## config.mk

```make
export PLATFORM = sky130hd
export DESIGN_NAME = tbird_button_conditioner
export DESIGN_NICKNAME = d
export VERILOG_FILES = /design/src/rtl/tbird_pkg.sv /design/src/rtl/tbird_button_conditioner_debounce.sv /design/src/rtl/tbird_button_conditioner.sv
export SDC_FILE = /design/constraint.sdc
export NUM_CORES = 1
export LEC_CHECK = 0
export CORE_UTILIZATION = 62
export DETAILED_ROUTE_END_ITERATION = 10
export GPL_TIMING_DRIVEN = 0
export PLACE_DENSITY = 0.79
export SLEW_MARGIN = 20
export SYNTH_ARGS = -nofsm -noshare
export SYNTH_HDL_FRONTEND = slang
export SYNTH_HIERARCHICAL = 1
export SYNTH_SLANG_ARGS = --single-unit
```

## constraint.sdc

```tcl
create_clock -name clock -period 2.5 [get_ports clock]
set_input_delay 0.375 -clock clock [delete_from_list [all_inputs] [get_ports clock]]
set_output_delay 0.375 -clock clock [all_outputs]
set_load 0.005 [all_outputs]
```

## src/rtl/tbird_pkg.sv

```systemverilog
// Shared types and default timing constants for the tbird tail-light front end.
package tbird_pkg;

  typedef enum logic [1:0] {
    MODE_IDLE   = 2'd0,
    MODE_RIGHT  = 2'd1,
    MODE_LEFT   = 2'd2,
    MODE_HAZARD = 2'd3
  } tbird_mode_t;

  localparam int TBIRD_DEBOUNCE_CYCLES = 1_000_000;
  localparam int TBIRD_TICK_DIV        = 12_500_000;

  // Hazard wins, and left+right together is also treated as hazard.
  function automatic tbird_mode_t level_mode(input logic hazard, input logic left,
                                             input logic right);
    if (hazard || (left && right)) return MODE_HAZARD;
    if (left)                      return MODE_LEFT;
    if (right)                     return MODE_RIGHT;
    return MODE_IDLE;
  endfunction

endpackage

```

## src/rtl/tbird_button_conditioner_debounce.sv

```systemverilog
// button_debounce: two-flop synchroniser plus stable-count debouncer for one
// active-low button; reports the debounced pressed level and a press pulse.
module button_debounce
  import tbird_pkg::*;
#(
  parameter int CYCLES = TBIRD_DEBOUNCE_CYCLES
) (
  input  logic clock,
  input  logic reset,
  input  logic raw,
  output logic pressed,
  output logic press
);

  localparam int W = $clog2(CYCLES);
  localparam logic [W-1:0] LAST = W'(CYCLES - 1);

  logic         meta;
  logic         synced;
  logic         stable;
  logic [W-1:0] count;

  // The count only survives while the synced level keeps disagreeing with stable.
  always_ff @(posedge clock or posedge reset) begin
    if (reset) begin
      meta   <= 1'b1;
      synced <= 1'b1;
      stable <= 1'b1;
      count  <= '0;
      press  <= 1'b0;
    end else begin
      meta   <= raw;
      synced <= meta;
      press  <= 1'b0;
      if (synced == stable) begin
        count <= '0;
      end else if (count == LAST) begin
        stable <= synced;
        count  <= '0;
        press  <= ~synced;
      end else begin
        count <= count + 1'b1;
      end
    end
  end

  assign pressed = ~stable;

endmodule

```

## src/rtl/tbird_button_conditioner.sv

```systemverilog
// Debounces the three tbird buttons, arbitrates them into a one-hot mode request
// and paces the sequence with step_tick. Define TBIRD_COND_LATCH_EN for toggle mode.
module tbird_button_conditioner
  import tbird_pkg::*;
#(
  parameter int DEBOUNCE_CYCLES = TBIRD_DEBOUNCE_CYCLES,
  parameter int TICK_DIV        = TBIRD_TICK_DIV
) (
  input  logic clock,
  input  logic reset,
  input  logic right_button,
  input  logic left_button,
  input  logic hazard_button,
  output logic right_req,
  output logic left_req,
  output logic hazard_req,
  output logic step_tick,
  output logic mode_change
);

  localparam int TW = $clog2(TICK_DIV);
  localparam logic [TW-1:0] TICK_LAST = TW'(TICK_DIV - 1);

  logic [2:0]    pressed;
  logic [2:0]    press;
  tbird_mode_t   mode;
  tbird_mode_t   next_mode;
  logic [TW-1:0] prescale;

  button_debounce #(.CYCLES(DEBOUNCE_CYCLES)) u_right (
    .clock(clock), .reset(reset), .raw(right_button),
    .pressed(pressed[0]), .press(press[0])
  );

  button_debounce #(.CYCLES(DEBOUNCE_CYCLES)) u_left (
    .clock(clock), .reset(reset), .raw(left_button),
    .pressed(pressed[1]), .press(press[1])
  );

  button_debounce #(.CYCLES(DEBOUNCE_CYCLES)) u_hazard (
    .clock(clock), .reset(reset), .raw(hazard_button),
    .pressed(pressed[2]), .press(press[2])
  );

`ifdef TBIRD_COND_LATCH_EN
  logic unused_pressed;
  assign unused_pressed = ^pressed;

  // Each debounced press toggles; simultaneous left+right acts like hazard.
  always_comb begin
    next_mode = mode;
    if (press[2] || (press[1] && press[0])) begin
      next_mode = (mode == MODE_HAZARD) ? MODE_IDLE : MODE_HAZARD;
    end else if (press[1]) begin
      case (mode)
        MODE_IDLE, MODE_RIGHT: next_mode = MODE_LEFT;
        MODE_LEFT:             next_mode = MODE_IDLE;
        default:               next_mode = mode;
      endcase
    end else if (press[0]) begin
      case (mode)
        MODE_IDLE, MODE_LEFT: next_mode = MODE_RIGHT;
        MODE_RIGHT:           next_mode = MODE_IDLE;
        default:              next_mode = mode;
      endcase
    end
  end
`else
  logic unused_press;
  assign unused_press = ^press;

  always_comb begin
    next_mode = level_mode(pressed[2], pressed[1], pressed[0]);
  end
`endif

  // Requests, mode_change and the prescaler all move on the same edge as mode,
  // so the first tick lands exactly TICK_DIV cycles after mode_change.
  always_ff @(posedge clock or posedge reset) begin
    if (reset) begin
      mode        <= MODE_IDLE;
      right_req   <= 1'b0;
      left_req    <= 1'b0;
      hazard_req  <= 1'b0;
      mode_change <= 1'b0;
      prescale    <= '0;
      step_tick   <= 1'b0;
    end else begin
      mode        <= next_mode;
      right_req   <= (next_mode == MODE_RIGHT);
      left_req    <= (next_mode == MODE_LEFT);
      hazard_req  <= (next_mode == MODE_HAZARD);
      mode_change <= (next_mode != mode);
      if ((next_mode != mode) || (next_mode == MODE_IDLE)) begin
        prescale  <= '0;
        step_tick <= 1'b0;
      end else if (prescale == TICK_LAST) begin
        prescale  <= '0;
        step_tick <= 1'b1;
      end else begin
        prescale  <= prescale + 1'b1;
        step_tick <= 1'b0;
      end
    end
  end

endmodule
```

==> results of run 1 <==
metal layers:
layer | GRT usage, % | vias to the layer above | part of all wire (%)
met5 | 0 | - | 0
li1 | - | 1753 | -
met1 | 31.9 | 1803 | 46
met3 | 5.70 | 9 | 2.8
met2 | 41.3 | 47 | 50
met4 | 6.88 | 0 | 1.3
critical path: stages, from the launching register on:
cell     delay, ps
dfrtp_1        440
ha_1           270
nand4_2        150
or4_1          510
buf_2          190
or4_4          490
a21oi_2        140
power by group through the flow:
stage               combinational [mW]  clock, mW  sequential [mW]
floorplan                       0.0611          0             1.68
global placement                0.0850          0             1.68
detailed placement              0.0873          0             1.68
CTS                             0.0880       1.10             1.65
global route                    0.0988       1.16             1.66
finish                          0.0848       1.07             1.65
layout by cell type (no fill, tap or decap), types with 6 or more instances in the layout:
master / n
dfrtp_1: 91
nor2_1: 66
xnor2_1: 30
nand2_1: 29
a21oi_1: 24
xor2_1: 24
nand3_1: 23
inv_1: 19
or4_1: 17
o31ai_1: 16
nand4_1: 14
or3_1: 10
clkbuf_8: 10
and3_1: 9
nor3_1: 9
clkdlybuf4s50_1: 9
dfstp_2: 9
o21ai_0: 8
nand4_2: 6
nor4_1: 6
and4_1: 6
path summary, 6_finish.rpt:
| check | start | to | slack [ps] | cells past startpoint |
|---|---|---|---|---|
| min | u_hazard/meta | u_hazard/synced | 360 | 0 |
| min reg2reg | u_hazard/meta | u_hazard/synced | 360 | 0 |
| max in group asynchronous | reset | u_right/count[17] | 1350 | 2 |
| max | prescale[0] | prescale[22] | 250 | 6 |
| min in group asynchronous | reset | prescale[3] | 510 | 2 |
| max reg2reg | prescale[0] | prescale[22] | 250 | 6 |
flip-flops by register name, indices dropped and copies added, names as in the netlist, 2 cells and up:
name	flops
u_hazard/count	20
u_left/count	20
u_right/count	20
mode	2
prescale	24
stage by stage:
step,std cells,area [µm²]
after floorplan,476,4980
after global placement,587,5190
after detailed placement,587,5190
after CTS,603,5400
after global routing,603,5400
final,603,5400
cell type report:
| cell class | instances | area [µm²] |
|---|---|---|
| plain buffers | 9 | 53.8 |
| clock buffers | 10 | 138 |
| clock inverters | 6 | 72.6 |
| fillers | 582 | 2320 |
| inverters | 20 | 75.1 |
| multi-input cells | 347 | 2330 |
| flip-flops and latches | 100 | 2510 |
| well taps | 102 | 128 |
| repair buffers | 9 | 90.1 |
==> results.json, run 1 <==
{
  "cts_buffers": 9,
  "coreArea_mm2": 0.00773,
  "rsz0062_at_grt": "no",
  "drc": 0,
  "finalClockSkew_ps": 13.3,
  "io_buffer_count": 9,
  "drive_gt1_share_pct": 14.4,
  "synth_fp_nets": 485,
  "clk_path_buf_depth": 2,
  "timing.hold.ws_ps": 360,
  "drt_iter0_markers": 148,
  "final_hold_viol_count": 0,
  "viasPerCell": 5.99,
  "combPwrFrac_pct": 3.0,
  "ir_drop_mv": 0.408,
  "yosys_warnings": 6,
  "power.total_mw": 2.80,
  "gr-total-overflow": 0,
  "clk_transition_reported_paths_ps": 100,
  "cts_sinks": 100,
  "critPathLaunchType": "flop",
  "postCtsSetupRepairBufs": 0,
  "grtUsageTotal_pct": 24.6,
  "gp_congestion": 0.844,
  "crit_arrival_ps": 2550,
  "p_clk_share_pct": 38.0,
  "fp.dieArea_mm2": 0.00839,
  "grt_first_pass_wirelength_mm": 16.5,
  "max-slew-margin-rel_pct": 42.3,
  "post-route-util_pct": 69.9,
  "rows": 32,
  "cts-root-buf": "clkbuf_8",
  "maxCapViolations": 0,
  "status": "complete, no violations",
  "area_growth_pct": 8.60,
  "wire_per_inst_um": 15.3,
  "critPathKind": "flop to flop",
  "p_sw_uw": 641,
  "slew_viol_final": 0,
  "fin_crit_ps": 2250,
  "fmax_mhz": 444,
  "vias": 3612,
  "seqPwrFrac_pct": 58.9,
  "wl_mm": 9.21,
  "grt_start_max_net_pins": 32,
  "cp-end-kind": "flop",
  "setup_viol": 0,
  "die_x_um": 91.6,
  "nNetsFinal": 505,
  "htreeDepth": 3,
  "ctsHoldBuffers": 0,
  "dp_hpwl_mm": 6.39,
  "dpl_worst_slack_ps": 271,
  "cts_resized": 0,
  "path_max_fanout": 8,
  "cts_tree": "done",
  "clk-insertion-delay-late_ps": 360,
  "worstPathRequired_ps": 2800,
  "antenna_found_initial": 0,
  "dr.pass1.iters": 4,
  "ant_nets": 0,
  "fin_ws_ps": 249,
  "min_period_over_period_pct": 90.1,
  "tightest_slew_ps": 865,
  "io_pins": 10,
  "finalSetupTns_ps": 0,
  "grt_pass1_vias": 3706,
  "p_int_mw": 2.16,
  "p_leak_nw": 2.20,
  "n_antenna_cell": 0,
  "hp-class": "flop to flop",
  "synth_area_per_cell_um2": 10.5,
  "power.density_mw_per_mm2": 519,
  "synth_cells": 476,
  "die_y_um": 91.6,
  "swShare_pct": 22.9,
  "start_util_pct": 64.4,
  "syn-cell-area_mm2": 0.00498
}
Power figures use the tool's default switching activity.
==> run 2, diff against run 1 <==
Settings changed: CORE_UTILIZATION 62 to 56, MAX_ROUTING_LAYER set to met4, PLACE_DENSITY 0.79 to 0.76.
Clock period 2.5 ns to 1.9 ns, I/O delays scaled along.
==> run 2 against run 1 <==
The run now ends with setup timing left. Fmax is 7.5% higher. First-iteration DRC count is 45% lower. Final cell count is 6.0% higher. Flip-flop and latch count stayed put. Register-to-register slack worse by 440 ps. Clock skew is 4.8 ps lower. Setup slack worse by 440 ps. Non-clock buffer count is 30 higher. Die area is 10% higher. Utilization is 2.7 points lower. Sequential share of layout area is 3.3 points lower. Sequential power is 32% higher. Critical endpoint is now prescale[8]. Largest cell class unchanged.
==> results.json, run 2 (synthesized netlist as in run 1, its figures left out) <==
{
  "finalClockSkew_ps": 8.53,
  "gp_congestion": 0.820,
  "critPathLaunchType": "flop",
  "drc": 0,
  "cp.depth": 6,
  "rows": 34,
  "hp-class": "primary input to flop",
  "layout_commonest_cell": "dfrtp_1",
  "worstPathRequired_ps": 2160,
  "tightest_slew_ps": 863,
  "dr.pass1.iters": 4,
  "p_leak_nw": 2.40,
  "cts-root-buf": "clkbuf_8",
  "grt_start_max_net_pins": 32,
  "final_cells": 639,
  "finalSetupTns_ps": -3900,
  "power.density_mw_per_mm2": 628,
  "grt_pass1_vias": 3580,
  "slew_viol_final": 0,
  "start_util_pct": 57.3,
  "clk_transition_reported_paths_ps": 100,
  "drt_iter0_markers": 81,
  "post-route-util_pct": 67.2,
  "gr-total-overflow": 0,
  "htreeDepth": 3,
  "power.total_mw": 3.66,
  "n_antenna_cell": 0,
  "ir_drop_mv": 0.471,
  "r2r-start": "prescale[16]",
  "wl_mm": 9.82,
  "startpoint": "prescale[16]",
  "fp.dieArea_mm2": 0.00927,
  "max-slew-margin-rel_pct": 42.4,
  "grtUsageTotal_pct": 23.0,
  "wire_per_inst_um": 15.4,
  "crit_chain": "or4b_4 > or4_4 > o22ai_4 > buf_6 > clkbuf_16 > nor2_2",
  "fin_crit_ps": 2090,
  "status": "complete, but fails checks",
  "max_flop_register": "prescale",
  "io_buffer_count": 9,
  "fillCellCount": 672,
  "dp_hpwl_mm": 6.25,
  "nNetsFinal": 535,
  "cp-end-kind": "flop",
  "setup_viol": 23,
  "largest_reg_flops": 24,
  "critical_path.top_delay_family": "simple AND/OR/NAND/NOR gates",
  "die_y_um": 96.3,
  "multiInputGateArea_mm2": 0.00247,
  "crit_arrival_ps": 2360,
  "min_period_over_period_pct": 110,
  "dp_cells": 593,
  "fmax_mhz": 478,
  "slowest_stage": "or4_4",
  "drive_gt1_share_pct": 23.9,
  "die_x_um": 96.3,
  "clk_path_buf_depth": 2,
  "violations": "setup timing",
  "area_growth_pct": 17.3,
  "viasPerCell": 5.85,
  "cp_num_buf_inv": 2,
  "reg2reg_slack_ps": -190,
  "dpl_worst_slack_ps": -214,
  "vias": 3736,
  "whs_path_depth": 1,
  "coreArea_mm2": 0.00868,
  "hold_start": "hazard_button",
  "cts_tree": "done",
  "cts_buffers": 9,
  "regArea_mm2": 0.00252,
  "antenna_found_initial": 0,
  "clk-insertion-delay-late_ps": 360,
  "r2r_cells": 6,
  "path_max_fanout": 5,
  "fin_ws_ps": -194,
  "maxCapViolations": 0,
  "ant_nets": 0,
  "rsz0062_at_grt": "yes",
  "grt_first_pass_wirelength_mm": 16.0,
  "cts_sinks": 100,
  "final_cell_mix": "dfrtp_1 (86), nor2_1 (58), xnor2_1 (30), nand2_1 (29), buf_4 (29)",
  "critPathKind": "flop to flop",
  "io_pins": 10,
  "cpPeakStageDelay_ps": 570,
  "final_hold_viol_count": 0
}
run 2: routing by layer:
| layer | up-vias | GRT usage, % | routed length (µm) |
|---|---|---|---|
| met5 | - | - | 0 |
| met4 | 0 | 5.60 | 80 |
| met3 | 8 | 6.40 | 272 |
| met2 | 51 | 38.4 | 4900 |
| met1 | 1875 | 27.7 | 4560 |
| li1 | 1802 | - | - |
run 2: final cells by class:
cell class              instances  area share [%]
flip-flops and latches        100            43.2
multi-input cells             347            42.4
repair buffers                 39            6.11
well taps                     108            2.32
clock buffers                  10            2.19
plain buffers                   9            1.29
inverters                      20            1.29
clock inverters                 6            1.22
run 2: worst paths after layout:
kind | to
worst min-delay path | u_hazard/meta
max in group asynchronous | u_left/count[9]
worst min register to register | u_right/synced
worst max register to register | prescale[8]
worst max-delay path | prescale[8]
min in group asynchronous | prescale[0]
run 2: stage by stage:
| step | hold WS [ps] | instance area (µm²) |
|---|---|---|
| finish | 314 | 5840 |
| global route | 298 | 5840 |
| CTS | 288 | 5620 |
| detailed placement | 347 | 5270 |
| global placement | 346 | 5270 |
| floorplan | 285 | 5040 |
run 2: timing repair:
| action | in CTS | in global routing |
|---|---|---|
| gates resized for setup | 8 | 21 |
| buffers inserted | 13 | 15 |
| pin swaps | 7 | 8 |
| hold buffers | 0 | 0 |
| endpoints found under the setup margin | 54 | 30 |
| gates cloned | 1 | 1 |
run 2: report_power, final:
part	switching, mW	leakage (nW)	internal, mW
clock	0.750	0.0988	0.624
combinational	0.0791	0.972	0.0378
sequential	0.0197	1.33	2.15
total	0.849	2.40	2.82
